**src/rtl/clock_gen_pkg.sv**
```systemverilog
// Shared types and defaults for the multi-channel clock generator.
// Imported by the channel divider and the top level.
package clock_gen_pkg;

   typedef enum logic {
      ST_OFF = 1'b0,
      ST_RUN = 1'b1
   } ch_state_e;

   localparam int unsigned DEFAULT_DIV_W = 8;

   // Channel-select width; a single channel still gets a 1-bit select.
   function automatic int unsigned ch_sel_w(input int unsigned n);
      return (n > 1) ? $clog2(n) : 1;
   endfunction

endpackage

```
**src/rtl/clock_div_channel.sv**
```systemverilog
// One divided-clock channel: OFF/RUN FSM, half-period counter and pending-ratio register.
// Ratio changes and stops only take effect on the falling boundary, so phases are never cut short.
module clock_div_channel
   import clock_gen_pkg::*;
#(
   parameter int unsigned DIV_W       = DEFAULT_DIV_W,
   parameter int unsigned DEFAULT_DIV = 0
) (
   input  logic             clk_in,
   input  logic             reset,
   input  logic             wr,
   input  logic [DIV_W-1:0] wr_div,
   input  logic             wr_en,
   output logic             clk_out,
   output logic             clk_oe_n,
   output logic             tick,
   output logic             running
);

   ch_state_e        state_q, state_d;
   logic [DIV_W-1:0] cnt_q, cnt_d;
   logic [DIV_W-1:0] act_r_q, act_r_d;
   logic [DIV_W-1:0] pend_r_q, pend_r_d;
   logic             pend_v_q, pend_v_d;
   logic             en_q, en_d;
   logic             clk_q, clk_d;
   logic             oe_n_q, oe_n_d;
   logic             tick_q, tick_d;

   always_comb begin
      state_d  = state_q;
      cnt_d    = cnt_q;
      act_r_d  = act_r_q;
      pend_r_d = pend_r_q;
      pend_v_d = pend_v_q;
      en_d     = en_q;
      clk_d    = clk_q;
      oe_n_d   = oe_n_q;
      tick_d   = 1'b0;

      unique case (state_q)
         ST_OFF: begin
            clk_d  = 1'b0;
            cnt_d  = '0;
            oe_n_d = 1'b1;
            if (en_q) begin
               state_d = ST_RUN;
               oe_n_d  = 1'b0;
               if (pend_v_q) begin
                  act_r_d  = pend_r_q;
                  pend_v_d = 1'b0;
               end
            end
         end
         ST_RUN: begin
            if (cnt_q == act_r_q) begin
               cnt_d = '0;
               clk_d = ~clk_q;
               if (!clk_q) begin
                  tick_d = 1'b1;
               end else begin
                  // Falling toggle: the only point where ratio or enable may change.
                  if (pend_v_q) begin
                     act_r_d  = pend_r_q;
                     pend_v_d = 1'b0;
                  end
                  if (!en_q) begin
                     state_d = ST_OFF;
                  end
               end
            end else begin
               cnt_d = cnt_q + DIV_W'(1);
            end
         end
      endcase

      // A write on a boundary edge becomes the new pending value after the old one is consumed.
      if (wr) begin
         pend_r_d = wr_div;
         pend_v_d = 1'b1;
         en_d     = wr_en;
      end
   end

   always_ff @(posedge clk_in or negedge reset) begin
      if (!reset) begin
         state_q  <= ST_OFF;
         cnt_q    <= '0;
         act_r_q  <= DIV_W'(DEFAULT_DIV);
         pend_r_q <= DIV_W'(DEFAULT_DIV);
         pend_v_q <= 1'b0;
         en_q     <= 1'b0;
         clk_q    <= 1'b0;
         oe_n_q   <= 1'b1;
         tick_q   <= 1'b0;
      end else begin
         state_q  <= state_d;
         cnt_q    <= cnt_d;
         act_r_q  <= act_r_d;
         pend_r_q <= pend_r_d;
         pend_v_q <= pend_v_d;
         en_q     <= en_d;
         clk_q    <= clk_d;
         oe_n_q   <= oe_n_d;
         tick_q   <= tick_d;
      end
   end

   assign clk_out  = clk_q;
   assign clk_oe_n = oe_n_q;
   assign tick     = tick_q;
   assign running  = (state_q == ST_RUN);

endmodule

```
**src/rtl/clock_gen_multi.sv**
```systemverilog
// Multi-channel divided-clock generator: config write decode, write acknowledge,
// and CHANNELS independent clock_div_channel instances.
module clock_gen_multi
   import clock_gen_pkg::*;
#(
   parameter  int unsigned CHANNELS    = 4,
   parameter  int unsigned DIV_W       = DEFAULT_DIV_W,
   parameter  int unsigned DEFAULT_DIV = 0,
   localparam int unsigned CH_W        = ch_sel_w(CHANNELS)
) (
   input  logic                clk_in,
   input  logic                reset,
   input  logic                cfg_wr,
   input  logic [CH_W-1:0]     cfg_ch,
   input  logic [DIV_W-1:0]    cfg_div,
   input  logic                cfg_en,
   output logic                cfg_ack,
   output logic [CHANNELS-1:0] clk_out,
   output logic [CHANNELS-1:0] clk_oe_n,
   output logic [CHANNELS-1:0] tick,
   output logic [CHANNELS-1:0] running
);

   logic                cfg_hit;
   logic [CHANNELS-1:0] ch_wr;
   logic                ack_q;

   // Select values at or beyond CHANNELS are dropped and never acknowledged.
   assign cfg_hit = cfg_wr && (32'(cfg_ch) < CHANNELS);

   always_comb begin
      ch_wr = '0;
      for (int i = 0; i < CHANNELS; i++) begin
         if (cfg_hit && (cfg_ch == CH_W'(i))) begin
            ch_wr[i] = 1'b1;
         end
      end
   end

   always_ff @(posedge clk_in or negedge reset) begin
      if (!reset) begin
         ack_q <= 1'b0;
      end else begin
         ack_q <= cfg_hit;
      end
   end

   assign cfg_ack = ack_q;

   for (genvar gi = 0; gi < CHANNELS; gi++) begin : g_ch
      clock_div_channel #(
         .DIV_W       (DIV_W),
         .DEFAULT_DIV (DEFAULT_DIV)
      ) u_ch (
         .clk_in   (clk_in),
         .reset    (reset),
         .wr       (ch_wr[gi]),
         .wr_div   (cfg_div),
         .wr_en    (cfg_en),
         .clk_out  (clk_out[gi]),
         .clk_oe_n (clk_oe_n[gi]),
         .tick     (tick[gi]),
         .running  (running[gi])
      );
   end

endmodule

```
**config.mk**
```make
export PLATFORM = sky130hd
export DESIGN_NAME = clock_gen_multi
export DESIGN_NICKNAME = d
export VERILOG_FILES = /design/src/rtl/clock_gen_pkg.sv /design/src/rtl/clock_div_channel.sv /design/src/rtl/clock_gen_multi.sv
export SDC_FILE = /design/constraint.sdc
export NUM_CORES = 1
export LEC_CHECK = 0
export ABC_CLOCK_PERIOD_IN_PS = 3200
export CAP_MARGIN = 20
export CORE_MARGIN = 4
export CORE_UTILIZATION = 50
export CTS_BUF_LIST = sky130_fd_sc_hd__clkbuf_8
export CTS_CLUSTER_SIZE = 24
export DETAILED_ROUTE_END_ITERATION = 8
export GPL_TIMING_DRIVEN = 0
export PLACE_DENSITY_LB_ADDON = 0.1
export REMOVE_ABC_BUFFERS = 1
export SYNTH_ARGS = -nofsm -noshare
export SYNTH_HDL_FRONTEND = slang
export SYNTH_SLANG_ARGS = --single-unit
```
**constraint.sdc**
```tcl
create_clock -name clk_in -period 3.2 [get_ports clk_in]
set_input_delay 0.48 -clock clk_in [delete_from_list [all_inputs] [get_ports clk_in]]
set_output_delay 0.48 -clock clk_in [all_outputs]
set_load 0.01 [all_outputs]
```
==> impl_metrics.json <==
{
  "fin_nets": 570,
  "globalRouteMet1Util_pct": 27.6,
  "row_count": 39,
  "vias": 4353,
  "critPathTopFamily": "flip-flops",
  "netlist_instances": 543,
  "use_met3_pct": 5.30,
  "drtIter0Drc": 463,
  "yosys_warnings": 0,
  "max_freq_mhz": 456,
  "cp.required_ns": 2.72,
  "worst_pin_slew_ns": 0.924,
  "rsz0062_at_grt": "no",
  "crit_cells": 1,
  "crit_path_start": "g_ch[1].u_ch.running",
  "timing.rr.end": "g_ch[2].u_ch.cnt_q[6]",
  "routedWlPerCell_um": 17.9,
  "clkLatencyLatePin_ns": 0.45,
  "p_per_area_nw_per_um2": 754,
  "grt_pass1_vias": 4494,
  "grt_overflow_total": 0,
  "fin_cells": 708,
  "numCtsBuffers": 17,
  "grt_usage_pct": 20.1,
  "cts_resized": 0,
  "regToRegSetupSlack_ns": 1.15,
  "via_per_inst": 6.15,
  "synth_top_cell_area_share_pct": 49.2,
  "synth_most_common_cell": "dfrtp_1",
  "start_util_pct": 51.7,
  "dieArea_sq_um": 13700,
  "drv_cap": 0,
  "rr_worst_depth": 4,
  "worstSetupPathType": "flip-flop to output port",
  "area_growth_pct": 12.2,
  "clock_skew_ns": 0.00755,
  "layout_setup_ws_ns": 1.01,
  "portBuffers": 30,
  "dp_hpwl_um": 8450,
  "grt_max_degree": 75,
  "startpoint_type": "flip-flop",
  "cts_tree": "built",
  "ys.flop_type": "dfrtp_1",
  "async_flop_share_pct": 100,
  "irDropWorstVdd_v": 0.000438,
  "max_stage_delay_ns": 0.64,
  "drive_gt1_share_pct": 14.0,
  "synth_seq_cells": 121,
  "drc": 0,
  "setup_violations": 0,
  "yosysTopAreaCell": "dfrtp_1",
  "cts_sinks": 121,
  "clk_pin_slew_ns": 0.07,
  "rr_startpoint": "g_ch[2].u_ch.cnt_q[2]",
  "synth.area.top_cells": "dfrtp_1, mux2_2, xnor2_1, nand4_1, a22oi_1",
  "finalWirelength_um": 12700,
  "die_h_um": 117,
  "die_w_um": 117,
  "dr.pass1.iters": 5,
  "gp_congestion": 0.805,
  "synth_area_per_cell_sq_um": 11.0,
  "synth_cell_types": 35,
  "hp-start": "g_ch[3].u_ch.clk_oe_n",
  "synth_edf_count": 0,
  "hold_violations": 0,
  "fin_crit_ns": 2.19,
  "grt_pass1_wl_um": 21600,
  "antenna_found_initial": 0,
  "placed_cells": 675,
  "min_path_type": "flip-flop to flip-flop",
  "ant_nets": 0,
  "cp_slowest_cell": "dfrtp_1",
  "final_area_sq_um": 6680,
  "n_fill_cell": 962,
  "endpoint": "running[1]",
  "clockBufferDepth": 2,
  "slew_headroom_pct": 38.2,
  "worstPathMaxFanout": 19,
  "cts_setup_buffers": 0,
  "p_leak_nw": 2.88,
  "period_share_pct": 68.5,
  "hold_buffers": 1,
  "met2_usage_pct": 31.0,
  "synthTopCellsByCount": "dfrtp_1, xnor2_1, nand4_1",
  "crit_arrival_ns": 1.71,
  "coreArea_sq_um": 11500,
  "ios": 31,
  "critPathBufInv": 1,
  "num_antenna_cells": 0,
  "placed_cell_area_sq_um": 6220,
  "holdWs_ns": 0.493,
  "endpoint_kind": "output port",
  "h-tree-depth": 4,
  "syn-cell-area_sq_um": 5950,
  "cts_root_buffer": "clkbuf_8",
  "cp_cell_sequence": "clkdlybuf4s50_1",
  "synth_seq_area_share_pct": 50.9,
  "outcome": "finished clean",
  "place_ws_ns": 0.869,
  "busiest_layer": "met2",
  "maxSlewViolCount": 0
}
flip-flops by register name (all words and copies together), names as in the netlist:
register / count
g_ch.u_ch.running: 4
cfg_ack: 1
g_ch.u_ch.pend_v_q: 4
g_ch.u_ch.en_q: 4
g_ch.u_ch.tick: 4
g_ch.u_ch.act_r_q: 32
g_ch.u_ch.clk_oe_n: 4
g_ch.u_ch.cnt_q: 32
g_ch.u_ch.pend_r_q: 32
g_ch.u_ch.clk_out: 4
metrics by stage:
step           total power [mW]  util (%)  setup TNS, ns
4_1_cts                    5.07      58.0              0
2_1_floorplan              3.08         -              0
6_report                   5.04      58.0              0
3_5_place_dp               3.49      54.0              0
5_1_grt                    5.34      58.0              0
3_3_place_gp               3.42      53.7        -375.17
area by class of cell:
type                            count  area (sq um)  area share [%]
Inverter                            5          18.8           0.281
Tap cell                          143           179            2.68
Sequential cell                   121          3030            45.4
Timing Repair Buffer               32           339            5.07
Clock inverter                     12           180            2.70
Multi-Input combinational cell    375          2660            39.8
Clock buffer                       20           275            4.12
cell usage in the layout (no fill, tap or decap), drive strengths merged, types with 2 or more instances in the layout:
master,synthesis,layout
dfrtp,117,117
dfstp,4,4
clkdlybuf4s50,0,29
buf,37,2
a21o,4,4
a22oi,32,32
o21ai,15,15
nand2,36,36
nand3,32,32
xor2,14,14
a21boi,3,3
clkbuf,5,20
or3,4,4
and4,8,8
ha,4,4
xnor2,42,42
bufinv,0,5
nand4,41,41
mux2,36,36
nor3,12,12
nor2,17,17
and3,25,25
nand3b,5,5
o211ai,32,32
clkinv,0,3
inv,5,9
nor3b,6,6
and3b,4,4
logic make-up (layout without fill, tap and decap cells):
kind of cell	after synthesis	count (layout)	share of synthesized area (%)
adders and majority gates	4	4	0.841
buffers and inverters	47	69	4.54
muxes	36	36	6.81
xor gates and xnor gates	56	56	8.24
and+or+nand+nor	191	191	18.2
AOI/OAI and AO/OA	88	88	10.4
DFF	121	121	50.9
how the worst min path moves through the flow:
| stage | endpoint | depth (start not counted) |
|---|---|---|
| final | g_ch[3].u_ch.clk_oe_n | 2 |
| after global routing | g_ch[3].u_ch.clk_oe_n | 2 |
| after CTS | g_ch[3].u_ch.clk_oe_n | 2 |
| after detailed placement | g_ch[2].u_ch.cnt_q[3] | 1 |
| after global placement | g_ch[0].u_ch.clk_oe_n | 2 |
| after floorplan | cfg_ack | 0 |
power by group:
| part | switching (mW) | total (mW) | internal [mW] |
|---|---|---|---|
| clock | 0.595 | 1.57 | 0.974 |
| sequential | 0.381 | 2.25 | 1.87 |
| combinational | 0.585 | 1.21 | 0.629 |
metal layers:
layer	share of wire, %	wire length, um
met1	47	6020
met2	47	5930
met3	4.7	592
met4	1.1	140
met5	0	0
(Power assumes the default switching activity.)
